## src/rtl/pipelined_block_accumulator.sv

```systemverilog
// pipelined_block_accumulator
//
// This block reduces a stream of vector beats into one signed sum per block.
// Each beat of ELEMS_COUNT signed elements is summed exactly by a registered
// adder tree. An accumulator then adds consecutive beat sums until a beat
// flagged last arrives, and emits one block result.
//
// Ports:
//   clk_i        rising-edge clock
//   rst_i        synchronous active-high reset; drops all in-flight beats
//   sat_mode_i   per-beat mode: 0 = wrap on overflow, 1 = saturate
//   in_valid_i   beat valid
//   in_ready_o   beat can be accepted this cycle
//   in_last_i    beat closes the current block
//   in_vec_i     ELEMS_COUNT signed elements of IN_WIDTH bits
//   out_valid_o  block result valid
//   out_ready_i  consumer takes the result
//   out_sum_o    signed block sum (ACC_WIDTH bits)
//   out_count_o  number of beats in the block, saturating
//   out_ovf_o    a signed overflow happened somewhere in the block
//
// Handshake rules, for both ports: a transfer happens on a rising edge where
// valid and ready are both 1. A producer holding valid=1 keeps its data stable
// until that transfer. The output side holds out_* steady while
// out_valid_o=1 and out_ready_i=0. The whole pipeline freezes while a result
// is waiting, so in_ready_o never depends on in_valid_i.
module pipelined_block_accumulator #(
  parameter int IN_WIDTH    = 8,
  parameter int ELEMS_COUNT = 8,
  parameter int ACC_WIDTH   = IN_WIDTH + $clog2(ELEMS_COUNT) + 8,
  parameter int CNT_WIDTH   = 8
) (
  input  logic                        clk_i,
  input  logic                        rst_i,
  input  logic                        sat_mode_i,
  input  logic                        in_valid_i,
  output logic                        in_ready_o,
  input  logic                        in_last_i,
  input  logic signed [IN_WIDTH-1:0]  in_vec_i [ELEMS_COUNT],
  output logic                        out_valid_o,
  input  logic                        out_ready_i,
  output logic signed [ACC_WIDTH-1:0] out_sum_o,
  output logic        [CNT_WIDTH-1:0] out_count_o,
  output logic                        out_ovf_o
);

  localparam int TREE_DEPTH = $clog2(ELEMS_COUNT);
  localparam int TREE_WIDTH = IN_WIDTH + TREE_DEPTH;

  localparam logic signed [ACC_WIDTH-1:0] ACC_MAX = {1'b0, {(ACC_WIDTH-1){1'b1}}};
  localparam logic signed [ACC_WIDTH-1:0] ACC_MIN = {1'b1, {(ACC_WIDTH-1){1'b0}}};

  typedef logic signed [TREE_WIDTH-1:0] lane_t;

  // Level 0 is the input register; level k holds ELEMS_COUNT>>k partial sums.
  // Every lane is kept at the full tree width, which is exact at every level.
  lane_t                 lvl_q  [TREE_DEPTH+1][ELEMS_COUNT];
  lane_t                 lvl_d  [TREE_DEPTH+1][ELEMS_COUNT];
  logic [TREE_DEPTH:0]   vld_q, vld_d;
  logic [TREE_DEPTH:0]   last_q, last_d;
  logic [TREE_DEPTH:0]   sat_q, sat_d;

  logic signed [ACC_WIDTH-1:0] acc_q, acc_d;
  logic        [CNT_WIDTH-1:0] cnt_q, cnt_d;
  logic                        ovf_q, ovf_d;

  logic                        out_valid_q, out_valid_d;
  logic signed [ACC_WIDTH-1:0] out_sum_q, out_sum_d;
  logic        [CNT_WIDTH-1:0] out_count_q, out_count_d;
  logic                        out_ovf_q, out_ovf_d;

  logic                        en;
  lane_t                       tree_sum;
  logic signed [ACC_WIDTH:0]   tree_ext;
  logic signed [ACC_WIDTH:0]   acc_ext;
  logic signed [ACC_WIDTH:0]   nxt_sum;
  logic signed [ACC_WIDTH-1:0] res;
  logic                        ovf_now;
  logic        [CNT_WIDTH-1:0] cnt_inc;

  // The pipeline only freezes when a finished result is still waiting.
  assign en         = !(out_valid_q && !out_ready_i);
  assign in_ready_o = en && !rst_i;

  always_comb begin : tree_comb
    lvl_d  = lvl_q;
    vld_d  = vld_q;
    last_d = last_q;
    sat_d  = sat_q;
    if (en) begin
      vld_d[0]  = in_valid_i && in_ready_o;
      last_d[0] = in_last_i;
      sat_d[0]  = sat_mode_i;
      for (int i = 0; i < ELEMS_COUNT; i++) begin
        lvl_d[0][i] = TREE_WIDTH'(in_vec_i[i]);
      end
      for (int k = 1; k <= TREE_DEPTH; k++) begin
        vld_d[k]  = vld_q[k-1];
        last_d[k] = last_q[k-1];
        sat_d[k]  = sat_q[k-1];
        // Lanes above ELEMS_COUNT>>k are never read downstream.
        for (int j = 0; j < ELEMS_COUNT / 2; j++) begin
          lvl_d[k][j] = lvl_q[k-1][2*j] + lvl_q[k-1][2*j+1];
        end
      end
    end
  end

  always_comb begin : acc_comb
    tree_sum = lvl_q[TREE_DEPTH][0];
    tree_ext = {{(ACC_WIDTH+1-TREE_WIDTH){tree_sum[TREE_WIDTH-1]}}, tree_sum};
    acc_ext  = {acc_q[ACC_WIDTH-1], acc_q};
    nxt_sum  = acc_ext + tree_ext;
    // The sum overflows when the top two bits of the one-bit-wider sum disagree.
    ovf_now  = nxt_sum[ACC_WIDTH] ^ nxt_sum[ACC_WIDTH-1];
    if (ovf_now && sat_q[TREE_DEPTH]) begin
      res = nxt_sum[ACC_WIDTH] ? ACC_MIN : ACC_MAX;
    end else begin
      res = nxt_sum[ACC_WIDTH-1:0];
    end
    cnt_inc = (&cnt_q) ? cnt_q : cnt_q + 1'b1;

    acc_d       = acc_q;
    cnt_d       = cnt_q;
    ovf_d       = ovf_q;
    out_sum_d   = out_sum_q;
    out_count_d = out_count_q;
    out_ovf_d   = out_ovf_q;
    out_valid_d = out_valid_q && !out_ready_i;

    if (en && vld_q[TREE_DEPTH]) begin
      if (last_q[TREE_DEPTH]) begin
        out_sum_d   = res;
        out_count_d = cnt_inc;
        out_ovf_d   = ovf_q | ovf_now;
        out_valid_d = 1'b1;
        acc_d       = '0;
        cnt_d       = '0;
        ovf_d       = 1'b0;
      end else begin
        acc_d = res;
        cnt_d = cnt_inc;
        ovf_d = ovf_q | ovf_now;
      end
    end
  end

  always_ff @(posedge clk_i) begin
    if (rst_i) begin
      for (int k = 0; k <= TREE_DEPTH; k++) begin
        for (int i = 0; i < ELEMS_COUNT; i++) begin
          lvl_q[k][i] <= '0;
        end
      end
      vld_q       <= '0;
      last_q      <= '0;
      sat_q       <= '0;
      acc_q       <= '0;
      cnt_q       <= '0;
      ovf_q       <= 1'b0;
      out_valid_q <= 1'b0;
      out_sum_q   <= '0;
      out_count_q <= '0;
      out_ovf_q   <= 1'b0;
    end else begin
      lvl_q       <= lvl_d;
      vld_q       <= vld_d;
      last_q      <= last_d;
      sat_q       <= sat_d;
      acc_q       <= acc_d;
      cnt_q       <= cnt_d;
      ovf_q       <= ovf_d;
      out_valid_q <= out_valid_d;
      out_sum_q   <= out_sum_d;
      out_count_q <= out_count_d;
      out_ovf_q   <= out_ovf_d;
    end
  end

  assign out_valid_o = out_valid_q;
  assign out_sum_o   = out_sum_q;
  assign out_count_o = out_count_q;
  assign out_ovf_o   = out_ovf_q;

endmodule

```

## config.mk

```make
export PLATFORM = sky130hd
export DESIGN_NAME = pipelined_block_accumulator
export DESIGN_NICKNAME = d
export VERILOG_FILES = /design/src/rtl/pipelined_block_accumulator.sv
export SDC_FILE = /design/constraint.sdc
export NUM_CORES = 1
export LEC_CHECK = 0
export ABC_AREA = 1
export CAP_MARGIN = 20
export CORE_MARGIN = 4
export CORE_UTILIZATION = 55
export CTS_CLUSTER_DIAMETER = 150
export CTS_CLUSTER_SIZE = 20
export DETAILED_ROUTE_END_ITERATION = 7
export PLACE_DENSITY = 0.87
export SYNTH_ARGS = -nofsm -noshare
export SYNTH_HDL_FRONTEND = slang
export SYNTH_SLANG_ARGS = --single-unit
```

## constraint.sdc

```tcl
create_clock -name clk_i -period 2.68 [get_ports clk_i]
set_input_delay 0.536 -clock clk_i [delete_from_list [all_inputs] [get_ports clk_i]]
set_output_delay 0.536 -clock clk_i [all_outputs]
set_load 0.02 [all_outputs]
```

* Word level (Yosys, flattened, before mapping)
Index checks and enable logic that the tools add are counted.
** Storage, ports and cells
- Flip-flop bits (word level) :: 210
- Bits of input ports :: 70
** Operators by class
- Reductions and logical operators :: 10
- Mux-type cells :: 8
- Add/subtract/negate cells :: 9
- Bitwise gates (word level) :: 2
** Operators with widths (count)
- 19-bit two-way mux :: 3
- 8-bit by 8-bit adder with 9-bit output :: 4
- 11-bit adder :: 3
- 19-bit by 11-bit adder with 20-bit output :: 1
- 8-bit two-way mux :: 2
- 8-bit by 1-bit adder with 8-bit output, second input constant :: 1
- 8-bit AND reduction :: 1
- 1-bit logical AND :: 5
- 1-bit logical NOT :: 3
- 1-bit two-way mux :: 3
- 2-bit AND reduction :: 1
- 1-bit bitwise OR :: 1
- 1-bit XOR :: 1

* Logic depth before layout (Yosys ltp)
- Word-level depth :: 5
- Gate-level depth with buffers :: 19
- Gate-level depth less buffers :: 18

* Worst setup path after synthesis
Ideal clock, no wire load.
- Path kind :: register to register
- Start :: reg lvl_q (netlist bit tree_sum[0])
- End :: reg acc_q[14]
- Data arrival time :: 2081 ps
- Cell stages (with the launch flop) :: 18
- Period minus slack after synthesis :: 2224 ps
- Path buffers :: 1
- Data required time :: 2537 ps
- Path slack :: 456 ps
- Library setup time :: 143 ps
- Cells stage by stage :: dfxtp_1 > ha_1 > inv_1 > fa_1 > nand3b_1 > nand3_1 > nand2_1 > nand2_1 > nand2_1 > nand2_1 > nand2_1 > nand2_2 > nand2_4 > buf_8 > nand2_2 > nand2_2 > nand2_1 > a21oi_2
** On the way
- Longest elaborated chain between the ends :: 5
- Elaborated cells between the ends (all ways) :: 6
** Ends and longest elaborated chain
- start, declared :: RTL line 57 : lane_t lvl_q [TREE_DEPTH+1][ELEMS_COUNT];
- start signal, assigned :: RTL line 166 : lvl_q <= lvl_d;
- 19-bit by 11-bit adder with 20-bit output (*) :: RTL line 113 : nxt_sum = acc_ext + tree_ext;
- 1-bit XOR :: RTL line 115 : ovf_now = nxt_sum[ACC_WIDTH] ^ nxt_sum[ACC_WIDTH-1];
- 1-bit logical AND :: RTL line 116 : if (ovf_now && sat_q[TREE_DEPTH]) begin
- 19-bit two-way mux (*) :: RTL line 116
- 19-bit two-way mux (*) :: RTL line 132 : if (last_q[TREE_DEPTH]) begin
- end signal, assigned :: RTL line 158 : acc_q <= '0;
- end signal, assigned :: RTL line 170 : acc_q <= acc_d;
- end, declared :: RTL line 63 : logic signed [ACC_WIDTH-1:0] acc_q, acc_d;
Every way passes the cells marked *; elsewhere a longest branch is shown, timed or not.
A chain may end at the register's enable or synchronous reset.

* Worst setup path after layout
- Start :: in rst_i
- End :: out in_ready_o
** On the way
- Longest elaborated chain between the ends :: 2
** Ends and longest elaborated chain
- start, declared :: RTL line 34 : input logic rst_i,
- 1-bit logical NOT :: RTL line 83 : assign in_ready_o = en && !rst_i;
- 1-bit logical AND :: RTL line 83
- end, declared :: RTL line 37 : output logic in_ready_o,
No other way between the ends.

==> results.py <==
metrics = {
    "status": {
        "status": "completed",
    },
    "setup_path": {
        "cp-start-kind": "input port",
        "rr_startpoint": "tree_sum[10]",
        "rr_worst_depth": 16,
        "reg2reg_slack_ns": 0.22,
        "cp.arrival_ns": 1.96,
        "critical_path_required_ns": 2.14,
        "r2r-end": "acc_q[6]",
        "worstSetupPathType": "input port to output pin",
        "crit_path_max_fanout": 2,
        "end_kind": "output pin",
    },
    "clock_network": {
        "root_buffer": "clkbuf_16",
        "clock_sinks": 202,
        "htreeDepth": 1,
        "clkTransAtPathRegs_ns": 0.08,
        "cts_tree": "done",
        "ctsHoldBuffers": 0,
        "clockBufferDepth": 3,
        "numCtsBuffers": 14,
        "clk_latency_ns": 0.47,
    },
    "logic_synthesis": {
        "yosysSeqAreaShare": 0.400,
        "synth_area_sq_mm": 0.0101,
        "ys_types": 41,
        "synth-seq-cells": 202,
        "async_flop_share": 0,
        "syn_inst": 1287,
        "syn_area_per_cell_sq_um": 7.86,
        "synth_edf_count": 0,
        "syn_nets": 1445,
        "synth_ff_type": "dfxtp_1",
        "yosysWarnings": 0,
    },
    "floorplan": {
        "core_area_sq_mm": 0.0180,
        "die_width_um": 144,
        "std_cell_rows": 49,
        "fp.dieH_um": 144,
        "io_pins": 100,
        "dieArea_sq_mm": 0.0206,
        "start_util": 0.561,
    },
    "power": {
        "combinationalPowerShare": 0.168,
        "switchingPower_w": 0.00173,
        "p_per_area_mw_per_mm2": 540,
        "p_int_w": 0.00464,
        "p_leak_nw": 5.39,
        "vdd_drop_max_v": 0.000558,
        "power_frac_clock": 0.312,
        "p_seq_frac": 0.521,
        "power.share.switching": 0.272,
    },
    "timing": {
        "finalCritPeriodShare": 0.930,
        "skew_ns": 0.0139,
        "slew_headroom": 0.407,
        "setup_viol": 0,
        "period_needed_ns": 2.49,
        "drv_slew": 0,
        "fmax_ghz": 0.401,
        "rsz0062_at_grt": "false",
        "worstMarginPinSlew_ns": 0.890,
        "worst_slack_ns": 0.186,
        "hold_viol_final": 0,
    },
    "placed_design": {
        "io_buffer_count": 99,
        "place.detailed.hpwl_mm": 16.0,
        "place_congestion": 0.928,
        "post-place-ws_ns": -0.0385,
        "dpl_cell_area_sq_mm": 0.0114,
    },
    "finish": {
        "finish.instance_area_sq_mm": 0.0118,
        "syn_to_final_growth_pct": 16.6,
        "antennaDiodeCount": 0,
        "final_common_cell": "nand2_1",
        "drive_above_1_share": 0.0640,
        "final_cell_mix": "nand2_1, dfxtp_1, inv_1, clkdlybuf4s50_1, ha_1",
        "final_nets": 1533,
    },
    "drt": {
        "wire_per_inst_um": 13.8,
        "ant_nets": 0,
        "drtPass1Iterations": 5,
        "drtIter0Drc": 296,
        "vias": 8566,
        "drt-total-wl_mm": 22.1,
        "via_per_inst": 5.34,
        "drc": 0,
    },
    "global_routing": {
        "antenna_found_initial": 0,
        "groute.usage.overall": 0.214,
        "grt_pass1_vias": 8319,
        "grt_pass1_wl_mm": 37.3,
        "grt_max_degree": 90,
        "overflow": 0,
    },
    "worst_hold_path": {
        "hold_path_class": "register to register",
        "hold-path-endpoint": "out_sum_o[12]",
        "hp-start": "out_sum_o[12]",
        "holdPathStages": 2,
    },
    "job": {
        "cap_violations": 0,
    },
}
## metrics by stage
stage	total power, W	TNS (ns)	cells	hold WS (ns)	util
floorplan	0.00410	0	1287	0.432	-
global placement	0.00440	0	1588	0.435	0.632
detailed placement	0.00444	-0.181	1588	0.439	0.632
CTS	0.00642	0	1604	0.455	0.653
global route	0.00670	0	1604	0.465	0.654
finish	0.00637	0	1604	0.452	0.654
## sequential cells by signal, indices dropped and copies added (netlist names)
| name | flops |
|---|---|
| lvl_q | 122 |
| acc_q | 19 |
| out_sum_o | 19 |
| tree_sum | 11 |
| cnt_q | 8 |
| out_count_o | 8 |
| last_q | 4 |
| sat_q | 4 |
| vld_q | 4 |
| out_ovf_o | 1 |
| out_valid_o | 1 |
| ovf_q | 1 |
## layout make-up
type / instances / area, sq um
timing repair buffer: 117 / 1160
sequential: 202 / 4050
fill: 1518 / 6230
clock inverter: 2 / 36.3
tap: 229 / 287
clock buffer: 14 / 350
multi-input combinational: 915 / 5440
inverter: 125 / 469
## power groups by stage
stage | Combinational (W) | Sequential [W] | Clock [W]
finish | 0.00107 | 0.00331 | 0.00198
global route | 0.00122 | 0.00334 | 0.00214
CTS | 0.00107 | 0.00331 | 0.00204
detailed placement | 0.00106 | 0.00338 | 0
global placement | 0.00103 | 0.00338 | 0
floorplan | 0.000772 | 0.00333 | 0
## worst max-delay path: stages
cell and delay (ns):
clkdlybuf4s50_1 0.55, nor2_4 0.17, clkdlybuf4s50_1 0.70
## cells in the mapped netlist (8+ instances only)
library cell    n  area, sq um
a21oi_2        11         96.3
nand2_2        23          144
a21oi_1        69          345
nor2_1         70          263
inv_1         123          462
buf_2           8         40.0
o22ai_1        15         93.8
nand3_1        26          130
nand2_1       349         1310
xor2_1         30          263
fa_1            8          160
o21ai_0        72          360
a22o_1         77          674
nor3_1         11         55.1
o21bai_1       11         82.6
dfxtp_1       202         4040
ha_1           80         1000
clkbuf_1       33          124
## repair_timing
| action | 4_1_cts | 5_1_grt |
|---|---|---|
| gates resized for setup | 1 | 5 |
| setup buffers | 0 | 0 |
| endpoints found under the setup margin | 4 | 36 |
## cells by family after synthesis
family          after synthesis  share of synthesized area
simple gates                509                      0.208
compound gates              283                      0.182
flops                       202                      0.400
buf+inv                     170                     0.0659
fa+ha+maj                    88                      0.115
xor+xnor                     35                     0.0303
## per-layer routing
layer,part of all wire,GRT usage
met5,0,0
met4,0.016,0.0466
met3,0.053,0.0313
met2,0.48,0.386
met1,0.45,0.272
## worst max path at each step
stage / start / cells past startpoint / slack (ns) / endpoint
after global placement: rst_i / 8 / 0.01 / tree_sum[8]
after detailed placement: rst_i / 6 / -0.04 / lvl_q[161]
after CTS: tree_sum[0] / 16 / 0.04 / acc_q[5]
after global routing: tree_sum[0] / 16 / 0.01 / acc_q[7]
final: rst_i / 3 / 0.19 / in_ready_o
after floorplan: tree_sum[0] / 17 / 0.46 / acc_q[14]
Note: power is estimated with default switching activity, not from simulation.
